File: config.mk
export PLATFORM = sky130hd
export DESIGN_NAME = arf_op_sched
export DESIGN_NICKNAME = d
export VERILOG_FILES = /design/src/rtl/arf_pkg.sv /design/src/rtl/arf_rr_arb.sv /design/src/rtl/arf_op_sched.sv
export SDC_FILE = /design/constraint.sdc
export NUM_CORES = 1
export LEC_CHECK = 0
export CAP_MARGIN = 10
export CORE_MARGIN = 2
export CORE_UTILIZATION = 50
export DETAILED_ROUTE_END_ITERATION = 12
export GPL_TIMING_DRIVEN = 0
export PLACE_DENSITY = 0.76
export SYNTH_ARGS = -nofsm -noshare
export SYNTH_HDL_FRONTEND = slang
export SYNTH_SLANG_ARGS = --single-unit
export TNS_END_PERCENT = 20
File: constraint.sdc
create_clock -name clk -period 10.69 [get_ports clk]
set_input_delay 2.138 -clock clk [delete_from_list [all_inputs] [get_ports clk]]
set_output_delay 2.138 -clock clk [all_outputs]
set_load 0.02 [all_outputs]
File: src/rtl/arf_pkg.sv
// Shared encodings and the arithmetic datapath for the operation scheduler.
package arf_pkg;

    typedef enum logic {
        OP_ADD = 1'b0,
        OP_MUL = 1'b1
    } arf_op_e;

    typedef enum logic [1:0] {
        MODE_EXACT     = 2'd0,
        MODE_APPROX_LO = 2'd1,
        MODE_APPROX_HI = 2'd2,
        MODE_RSVD      = 2'd3
    } arf_mode_e;

    localparam int ARF_SHIFT_WIDTH = 8;

    // Reserved mode falls through every approx branch and so behaves as exact.
    function automatic logic [31:0] arf_compute(
        input logic        op,
        input logic [1:0]  mode,
        input logic [31:0] a,
        input logic [31:0] b,
        input int unsigned sh
    );
        logic [15:0]        a16;
        logic [15:0]        b16;
        logic signed [31:0] sa;
        logic signed [31:0] sb;
        logic signed [31:0] prod;
        logic [63:0]        ext;
        logic [31:0]        res;
        a16 = a[15:0];
        b16 = b[15:0];
        res = a + b;
        if (op == OP_MUL) begin
            if (mode == MODE_APPROX_LO) begin
                a16[3:0] = '0;
                b16[3:0] = '0;
            end else if (mode == MODE_APPROX_HI) begin
                a16[7:0] = '0;
                b16[7:0] = '0;
            end
            sa   = 32'($signed(a16));
            sb   = 32'($signed(b16));
            prod = sa * sb;
            ext  = {{32{prod[31]}}, prod};
            ext  = ext >> sh;
            res  = ext[31:0];
        end else begin
            if (mode == MODE_APPROX_LO) begin
                res = {a[31:8] + b[31:8], 8'h00};
            end else if (mode == MODE_APPROX_HI) begin
                res = {a[31:4] + b[31:4], 4'h0};
            end
        end
        return res;
    endfunction

endpackage

File: src/rtl/arf_rr_arb.sv
// Round-robin arbiter: grants the first requester at or after i_ptr, wrapping.
module arf_rr_arb #(
    parameter  int N  = 4,
    localparam int PW = (N > 1) ? $clog2(N) : 1
) (
    input  logic [N-1:0]  i_req,
    input  logic [PW-1:0] i_ptr,
    input  logic          i_en,
    output logic [N-1:0]  o_grant
);

    logic [PW-1:0] w_idx;
    logic          w_found;

    // Scan from the pointer and stop at the first active request.
    always_comb begin
        o_grant = '0;
        w_found = 1'b0;
        w_idx   = '0;
        for (int k = 0; k < N; k++) begin
            w_idx = PW'((int'(i_ptr) + k) % N);
            if (i_en && !w_found && i_req[w_idx]) begin
                o_grant[w_idx] = 1'b1;
                w_found        = 1'b1;
            end
        end
    end

endmodule

File: src/rtl/arf_op_sched.sv
// Arithmetic-unit scheduler: round-robin issue from NREQ requesters into a
// LAT-deep pipeline, results queued in an in-order buffer of RDEPTH entries.
// Optional perf counters are enabled by defining ARF_SCHED_PERF_EN.
module arf_op_sched
    import arf_pkg::*;
#(
    parameter  int NREQ        = 4,
    parameter  int LAT         = 2,
    parameter  int SHIFT_WIDTH = ARF_SHIFT_WIDTH,
    parameter  int RDEPTH      = 4,
    localparam int IDW         = (NREQ > 1) ? $clog2(NREQ) : 1
) (
    input  logic                 clk,
    input  logic                 rst_n,
    input  logic [NREQ-1:0]      req_valid,
    output logic [NREQ-1:0]      req_ready,
    input  logic [NREQ-1:0]      req_op,
    input  logic [2*NREQ-1:0]    req_mode,
    input  logic [32*NREQ-1:0]   req_a,
    input  logic [32*NREQ-1:0]   req_b,
    output logic                 rsp_valid,
    input  logic                 rsp_ready,
    output logic [IDW-1:0]       rsp_id,
    output logic [31:0]          rsp_data
`ifdef ARF_SCHED_PERF_EN
    ,
    output logic [31:0]          perf_issue_cnt,
    output logic [31:0]          perf_stall_cnt
`endif
);

    localparam int AW = (RDEPTH > 1) ? $clog2(RDEPTH) : 1;
    localparam int CW = $clog2(RDEPTH + 1);

    logic [IDW-1:0]  r_rr_ptr;
    logic [CW-1:0]   r_outst;
    logic            w_credit;
    logic [NREQ-1:0] w_grant;
    logic            w_issue;
    logic [IDW-1:0]  w_gidx;
    logic [31:0]     w_result;
    logic            w_wr;
    logic            w_pop;

    logic            r_pv    [LAT];
    logic [IDW-1:0]  r_pid   [LAT];
    logic [31:0]     r_pdata [LAT];

    logic [31:0]     r_mem_data [RDEPTH];
    logic [IDW-1:0]  r_mem_id   [RDEPTH];
    logic [AW-1:0]   r_wr_ptr;
    logic [AW-1:0]   r_rd_ptr;
    logic [CW-1:0]   r_count;

    function automatic logic [AW-1:0] ptr_inc(input logic [AW-1:0] p);
        return (p == AW'(RDEPTH - 1)) ? '0 : p + 1'b1;
    endfunction

    // Credits cover in-flight plus buffered results, so the buffer never overflows.
    // Gating with rst_n keeps grants low while reset is held.
    assign w_credit = rst_n && (r_outst < CW'(RDEPTH));

    arf_rr_arb #(.N(NREQ)) u_arb (
        .i_req   (req_valid),
        .i_ptr   (r_rr_ptr),
        .i_en    (w_credit),
        .o_grant (w_grant)
    );

    assign req_ready = w_grant;
    assign w_issue   = |w_grant;
    assign w_wr      = r_pv[LAT-1];
    assign rsp_valid = (r_count != '0);
    assign w_pop     = rsp_valid && rsp_ready;
    assign rsp_data  = r_mem_data[r_rd_ptr];
    assign rsp_id    = r_mem_id[r_rd_ptr];

    // One-hot grant to index, then operand selection and result computation.
    always_comb begin
        w_gidx = '0;
        for (int i = 0; i < NREQ; i++) begin
            if (w_grant[i]) w_gidx = IDW'(i);
        end
        w_result = arf_compute(req_op[w_gidx], req_mode[w_gidx*2 +: 2],
                               req_a[w_gidx*32 +: 32], req_b[w_gidx*32 +: 32],
                               SHIFT_WIDTH);
    end

    // Round-robin pointer and outstanding-operation credit counter.
    always_ff @(posedge clk or negedge rst_n) begin
        if (!rst_n) begin
            r_rr_ptr <= '0;
            r_outst  <= '0;
        end else begin
            if (w_issue) begin
                r_rr_ptr <= (w_gidx == IDW'(NREQ - 1)) ? '0 : w_gidx + 1'b1;
            end
            r_outst <= r_outst + CW'(w_issue) - CW'(w_pop);
        end
    end

    // Result pipeline: the last stage writes the buffer LAT cycles after issue.
    always_ff @(posedge clk or negedge rst_n) begin
        if (!rst_n) begin
            for (int s = 0; s < LAT; s++) begin
                r_pv[s]    <= 1'b0;
                r_pid[s]   <= '0;
                r_pdata[s] <= '0;
            end
        end else begin
            r_pv[0]    <= w_issue;
            r_pid[0]   <= w_gidx;
            r_pdata[0] <= w_result;
            for (int s = 1; s < LAT; s++) begin
                r_pv[s]    <= r_pv[s-1];
                r_pid[s]   <= r_pid[s-1];
                r_pdata[s] <= r_pdata[s-1];
            end
        end
    end

    // In-order result buffer; entries are cleared so outputs read 0 after reset.
    always_ff @(posedge clk or negedge rst_n) begin
        if (!rst_n) begin
            r_wr_ptr <= '0;
            r_rd_ptr <= '0;
            r_count  <= '0;
            for (int i = 0; i < RDEPTH; i++) begin
                r_mem_data[i] <= '0;
                r_mem_id[i]   <= '0;
            end
        end else begin
            if (w_wr) begin
                r_mem_data[r_wr_ptr] <= r_pdata[LAT-1];
                r_mem_id[r_wr_ptr]   <= r_pid[LAT-1];
                r_wr_ptr             <= ptr_inc(r_wr_ptr);
            end
            if (w_pop) begin
                r_rd_ptr <= ptr_inc(r_rd_ptr);
            end
            r_count <= r_count + CW'(w_wr) - CW'(w_pop);
        end
    end

`ifdef ARF_SCHED_PERF_EN
    // Issue count and stall count (requests pending but nothing issued).
    always_ff @(posedge clk or negedge rst_n) begin
        if (!rst_n) begin
            perf_issue_cnt <= '0;
            perf_stall_cnt <= '0;
        end else begin
            if (w_issue) perf_issue_cnt <= perf_issue_cnt + 32'd1;
            if (|req_valid && !w_issue) perf_stall_cnt <= perf_stall_cnt + 32'd1;
        end
    end
`endif

endmodule

After elaboration in Yosys (flattened, before gate mapping). Cells that the tools add are included.

Reductions and logical operators: 19. Multipliers: 1. Equal/unequal tests: 5. Shifts and indexed selects: 3. $add $sub $neg: 13. $lt $le $gt $ge: 13. Muxes and demuxes: 56. Bitwise gates (word level): 5.

Operator list (number): $shiftx A128 B8 Y32 (2); $mux W32 (6); $bwmux W128 (1); $bmux W32 S2 (1); $demux W32 S2 (1); $mux W4 (12); $add A32 B32 Y32 (1); $mul A16 B16 Y32 (1); $add A28 B28 Y28 (1); $add A24 B24 Y24 (1); $mux W2 (8); $mux W8 (2); $lt A2 B3 Y1 const B (5); $logic_and A1 B1 Y1 (14); $mux W1 (13); $or A4 B4 Y4 (3); $bmux W1 S2 (5); $add A2 B1 Y2 const B (4); $bwmux W8 (1); $demux W1 S2 (4); $eq A2 B2 Y1 const B (4); $ge A2 B1 Y1 const B (4); $shiftx A8 B4 Y2 (1); $add A3 B1 Y3 (2); other kinds (12) (18).

Register bits after elaboration: 218. Input bits: 275. Output and inout port bits: 39.

Longest topological paths before layout.
Word-level depth: 26. Depth in mapped cells: 44.

Hierarchy. Synthesis repeated with hierarchy kept, for this count alone.

Cells, all modules: 2293. Area total of the unflattened synthesis: 22399.0 um2.

By module, submodules not included: arf_op_sched (cells each 2250, area an instance 22013.6 um2, times used 1); arf_rr_arb (cells each 43, area an instance 385.4 um2, times used 1).

Worst setup path after synthesis. No wires, ideal clock.

Path kind: input to register. Start: input req_valid[3]. End: register r_pdata[55] (netlist name). Data required time: 10.549 ns. Slack: 0.369 ns. Data arrival time: 10.180 ns. Buffers on the path: 3. Stages: 32. Cell sequence: mux4_2 -> buf_4 -> nand3b_1 -> a21oi_1 -> a21oi_2 -> inv_1 -> clkbuf_1 -> buf_1 -> a21oi_1 -> o21ai_1 -> clkinv_1 -> nor2_1 -> fa_1 -> fa_1 -> fa_1 -> fa_1 -> fa_1 -> inv_1 -> fa_1 -> inv_1 -> ha_1 -> a21o_1 -> a21o_1 -> a21oi_1 -> o21ai_0 -> a21oi_1 -> nand2_1 -> a21oi_2 -> nor2_2 -> a221oi_2 -> xnor2_2 -> mux2i_1.

Word-level cells in the longest chain between the ends: 26. Elaborated cells between the ends (all ways): 55. Those cells by class: 3 x add/sub; 1 x mul; 2 x eq/ne; 3 x shift; 33 x mux; 3 x bitwise; 10 x reduce/logical.

RTL lines: start: declaration (line arf_op_sched.sv:15) `input logic [NREQ-1:0] req_valid,`; $bmux W1 S2 (line arf_rr_arb.sv:22) `if (i_en && !w_found && i_req[w_idx]) begin`; $mux W1 (implied by the code) (line arf_rr_arb.sv:22); $logic_and A1 B1 Y1 (line arf_rr_arb.sv:22); $mux W1 (line arf_rr_arb.sv:22); $logic_not A1 Y1 (line arf_rr_arb.sv:22); $logic_and A1 B1 Y1 (2 in series) (line arf_rr_arb.sv:22); $mux W1 (line arf_rr_arb.sv:22); $logic_not A1 Y1 (line arf_rr_arb.sv:22); [4 not listed]; $logic_and A1 B1 Y1 (2 in series) (line arf_rr_arb.sv:22); $mux W4 * (line arf_rr_arb.sv:22); $mux W1 (line arf_op_sched.sv:82) `if (w_grant[i]) w_gidx = IDW'(i);`; $mux W2 (line arf_op_sched.sv:82); $mux W2 * (line arf_op_sched.sv:82); parallel branches: the longest is 6 deep, another holds $mul A16 B16 Y32; $mux W32 * (line arf_pkg.sv:36) `if (op == OP_MUL) begin`; net w_result[23] (line arf_op_sched.sv:41) `logic [31:0] w_result;`; end signal: indexed assignment (line arf_op_sched.sv:117) `r_pdata[s] <= r_pdata[s-1];`; end: declaration (line arf_op_sched.sv:47) `logic [31:0] r_pdata [LAT];`.

Mark *: on every way through the listed nets, which the timed path passes. The select of a mux whose other input is x is not followed. A chain may end at the register's enable or synchronous reset.

Final worst setup path.
Start: input req_valid[3]. End: register r_pdata[58] (netlist name).

Same word-level chain as after synthesis.

==> flow_metrics.py <==
metrics = {
    "status": {
        "status": "complete, no violations",
    },
    "placed_design": {
        "hpwlAfterDp_mm": 61.2,
        "placed_area_um2": 26000,
        "numPortBuffers": 313,
        "gp_congestion": 1.02,
        "placedCellCount": 3210,
        "place_ws_ns": -3.14,
    },
    "grt": {
        "grt.total_usage": 0.331,
        "gr-total-overflow": 0,
        "antenna_found_initial": 3,
        "grt_max_degree": 131,
        "grt_pass1_wl_mm": 117,
        "first_global_vias": 19809,
    },
    "job": {
        "cap_violations": 0,
    },
    "clocking": {
        "path_clk_slew_ns": 0.06,
        "cts_buffers": 21,
        "clock_sinks": 218,
        "clkLatencyLatePin_ns": 0.50,
        "cts_tree": "built",
        "htreeDepth": 1,
        "cts_hold_buf": 0,
        "clockBufferDepth": 3,
        "cts_root_buffer": "clkbuf_16",
    },
    "timing": {
        "tightest_slew_ns": 0.980,
        "clock_skew_ns": 0.0131,
        "fmax_ghz": 0.0961,
        "hold_slack_ns": 0.340,
        "setup_viol": 0,
        "slew_headroom": 0.347,
        "period_share": 0.973,
        "min_period_ns": 10.40,
        "final-hold-violation-count": 0,
        "slew_viol_final": 0,
        "finalWorstSetupSlack_ns": 0.289,
    },
    "floorplanning": {
        "num_io_pins": 314,
        "die-height_um": 214,
        "initial_core_util": 0.504,
        "dieWidth_um": 214,
        "row_count": 77,
        "die_area_um2": 45900,
        "fp.coreArea_um2": 43900,
    },
    "worst_setup_path": {
        "r2r_slack_ns": 0.79,
        "cpMaxStageDelayCell": "fa_2",
        "worstPathArrival_ns": 10.74,
        "cp-start-kind": "primary input",
        "crit_path_end_kind": "flop",
        "worst_path_most_repeated_cell": "fa_1",
        "cp_max_fo": 10,
        "slowest_delay_ns": 0.62,
        "r2r_end": "r_pdata[58]",
        "critPathRequiredTime_ns": 11.03,
        "r2r_start": "r_rr_ptr[0]",
        "worstSetupPathType": "primary input to flop",
        "r2r_cells": 40,
    },
    "layout": {
        "drive_above_1_share": 0.171,
        "fin_nets": 3382,
        "area_delta_synth_final_pct": 27.0,
        "finalNonFillerCells": 3320,
        "nFillCells": 3592,
        "fin_area_um2": 28100,
    },
    "min_path": {
        "hold_path_class": "flop to flop",
        "hp-start": "r_pdata[34]",
        "whs_endpoint": "r_pdata[2]",
        "whs_path_depth": 0,
    },
    "routing": {
        "ant_nets": 0,
        "vias_per_cell": 5.67,
        "routedWlPerCell_um": 22.9,
        "vias": 18835,
        "drt_iter0_markers": 1649,
        "drtPass1Iterations": 6,
        "routed_wirelength_mm": 76.0,
        "drc": 0,
    },
    "logic_synthesis": {
        "yosys.area.top_type": "dfrtp_1",
        "yosys_warnings": 0,
        "synthesis.area_um2": 22100,
        "synth_area_per_cell_um2": 9.60,
        "synth_edf_count": 0,
        "synth_nets": 2974,
        "synthCells": 2304,
        "synth-seq-area-share": 0.247,
        "synth_cell_types": 73,
        "ys_seq_elements": 218,
        "synthTopCellsByArea": "dfrtp_1, fa_1, ha_1",
        "async_flop_share": 1.00,
        "synth_largest_type_area_fraction": 0.247,
        "synth_top_flop_cell": "dfrtp_1",
    },
}
## sequential cells by signal, summed over array words and instances, names as in the netlist
| register | cells |
|---|---|
| r_rr_ptr | 2 |
| r_mem_data | 128 |
| r_pv | 1 |
| r_outst | 3 |
| r_rd_ptr | 2 |
| r_count | 3 |
| w_wr | 1 |
| r_wr_ptr | 2 |
| r_pid | 4 |
| r_mem_id | 8 |
| r_pdata | 64 |
## timing repair
| item | CTS | global route |
|---|---|---|
| endpoints found under the setup margin | 30 | 21 |
| gates resized for setup | 175 | 70 |
| setup buffers | 45 | 30 |
| pin swaps | 19 | 25 |
| cloned | 1 | 0 |
## cells in the mapped netlist (6+ instances only)
cell type and number:
o32ai_1 6, clkinv_1 11, nand2b_1 7, a211oi_1 7
mux4_2 37, mux2_2 140, nor3_1 9, a21oi_1 160
o21ai_0 49, o221ai_1 21, ha_1 129, nor2b_1 16
a31oi_1 8, mux2i_1 13, xor2_1 25, clkbuf_1 60
o21a_1 13, o21ai_1 11, a311oi_1 8, and2_1 9
dfrtp_1 218, nand2_1 311, o22ai_1 14, fa_1 266
nor2_1 192, inv_1 359, a21o_1 28, nand3_1 24
xnor2_1 41, buf_1 16, and3_1 13, o21bai_1 8
## worst max-delay path, delay by kind of cell
family          cells  cell delay, ns
xor+xnor            1            0.15
buf+inv             7            0.79
simple gates        7            1.16
fa+ha+maj           7            3.55
compound gates      9            2.03
mux                 3            0.92
## logic make-up after synthesis
kind of cell / synth area share
DFF: 0.247
xor gates and xnor gates: 0.0269
adders and majority gates: 0.314
muxes: 0.115
AOI/OAI and AO/OA: 0.108
buffers and inverters: 0.0779
and+or+nand+nor: 0.112
## layout by cell type (no fill, tap or decap), types with 10 or more instances in the layout
| cell | n |
|---|---|
| mux2_2 | 140 |
| nor2b_1 | 16 |
| o22ai_1 | 12 |
| mux2i_1 | 12 |
| ha_1 | 125 |
| and3_1 | 13 |
| clkdlybuf4s50_1 | 308 |
| xnor2_1 | 41 |
| nor2_1 | 175 |
| nand3_1 | 24 |
| buf_4 | 75 |
| fa_1 | 262 |
| clkbuf_8 | 10 |
| nor2_4 | 12 |
| a21oi_2 | 18 |
| xor2_1 | 25 |
| dfrtp_1 | 218 |
| nand2_2 | 14 |
| clkbuf_16 | 21 |
| o221ai_1 | 16 |
| mux4_2 | 37 |
| a21o_1 | 28 |
| nand2_1 | 294 |
| a21oi_1 | 141 |
| clkbuf_1 | 43 |
| o21ai_0 | 45 |
| inv_1 | 352 |
## cell type report
| cell class | count | area (um2) | area share |
|---|---|---|---|
| clock inverters | 7 | 77.6 | 0.00276 |
| flip-flops and latches | 218 | 5460 | 0.194 |
| multi-input cells | 1632 | 15600 | 0.555 |
| repair buffers | 389 | 3770 | 0.134 |
| inverters | 374 | 1440 | 0.0512 |
| clock buffers | 29 | 576 | 0.0205 |
| diodes | 3 | 7.51 | 0.000267 |
| plain buffers | 76 | 454 | 0.0162 |
| well taps | 592 | 741 | 0.0264 |
## worst max-delay path by stage
stage / startpoint / end / slack [ns] / cells after the start
floorplan: req_valid[3] / r_pdata[55] / 0.37 / 32
global placement: rst_n / r_pdata[54] / -9.79 / 34
detailed placement: req_valid[3] / r_pdata[58] / -3.14 / 33
CTS: req_valid[3] / r_pdata[58] / 0.009 / 36
global route: rst_n / r_pdata[62] / -0.04 / 39
finish: req_valid[3] / r_pdata[58] / 0.29 / 34
## routing by layer
| layer | track usage | share of wire | vias to the layer above |
|---|---|---|---|
| met4 | 0.110 | 0.040 | 0 |
| met2 | 0.561 | 0.48 | 782 |
| met3 | 0.0325 | 0.059 | 157 |
| met5 | 0 | 0 | - |
| li1 | - | - | 8338 |
| met1 | 0.449 | 0.42 | 9558 |
## through the flow
| step | utilization | TNS (ns) |
|---|---|---|
| 6_report | 0.640 | 0 |
| 3_5_place_dp | 0.593 | -74.86 |
| 3_3_place_gp | 0.592 | -510.50 |
| 5_1_grt | 0.640 | -0.177 |
| 4_1_cts | 0.630 | 0 |
| 2_1_floorplan | - | 0 |
Power is left out: the tool's default activity adds up to more than one toggle a clock period on the data nets, which glitch-free logic cannot reach.
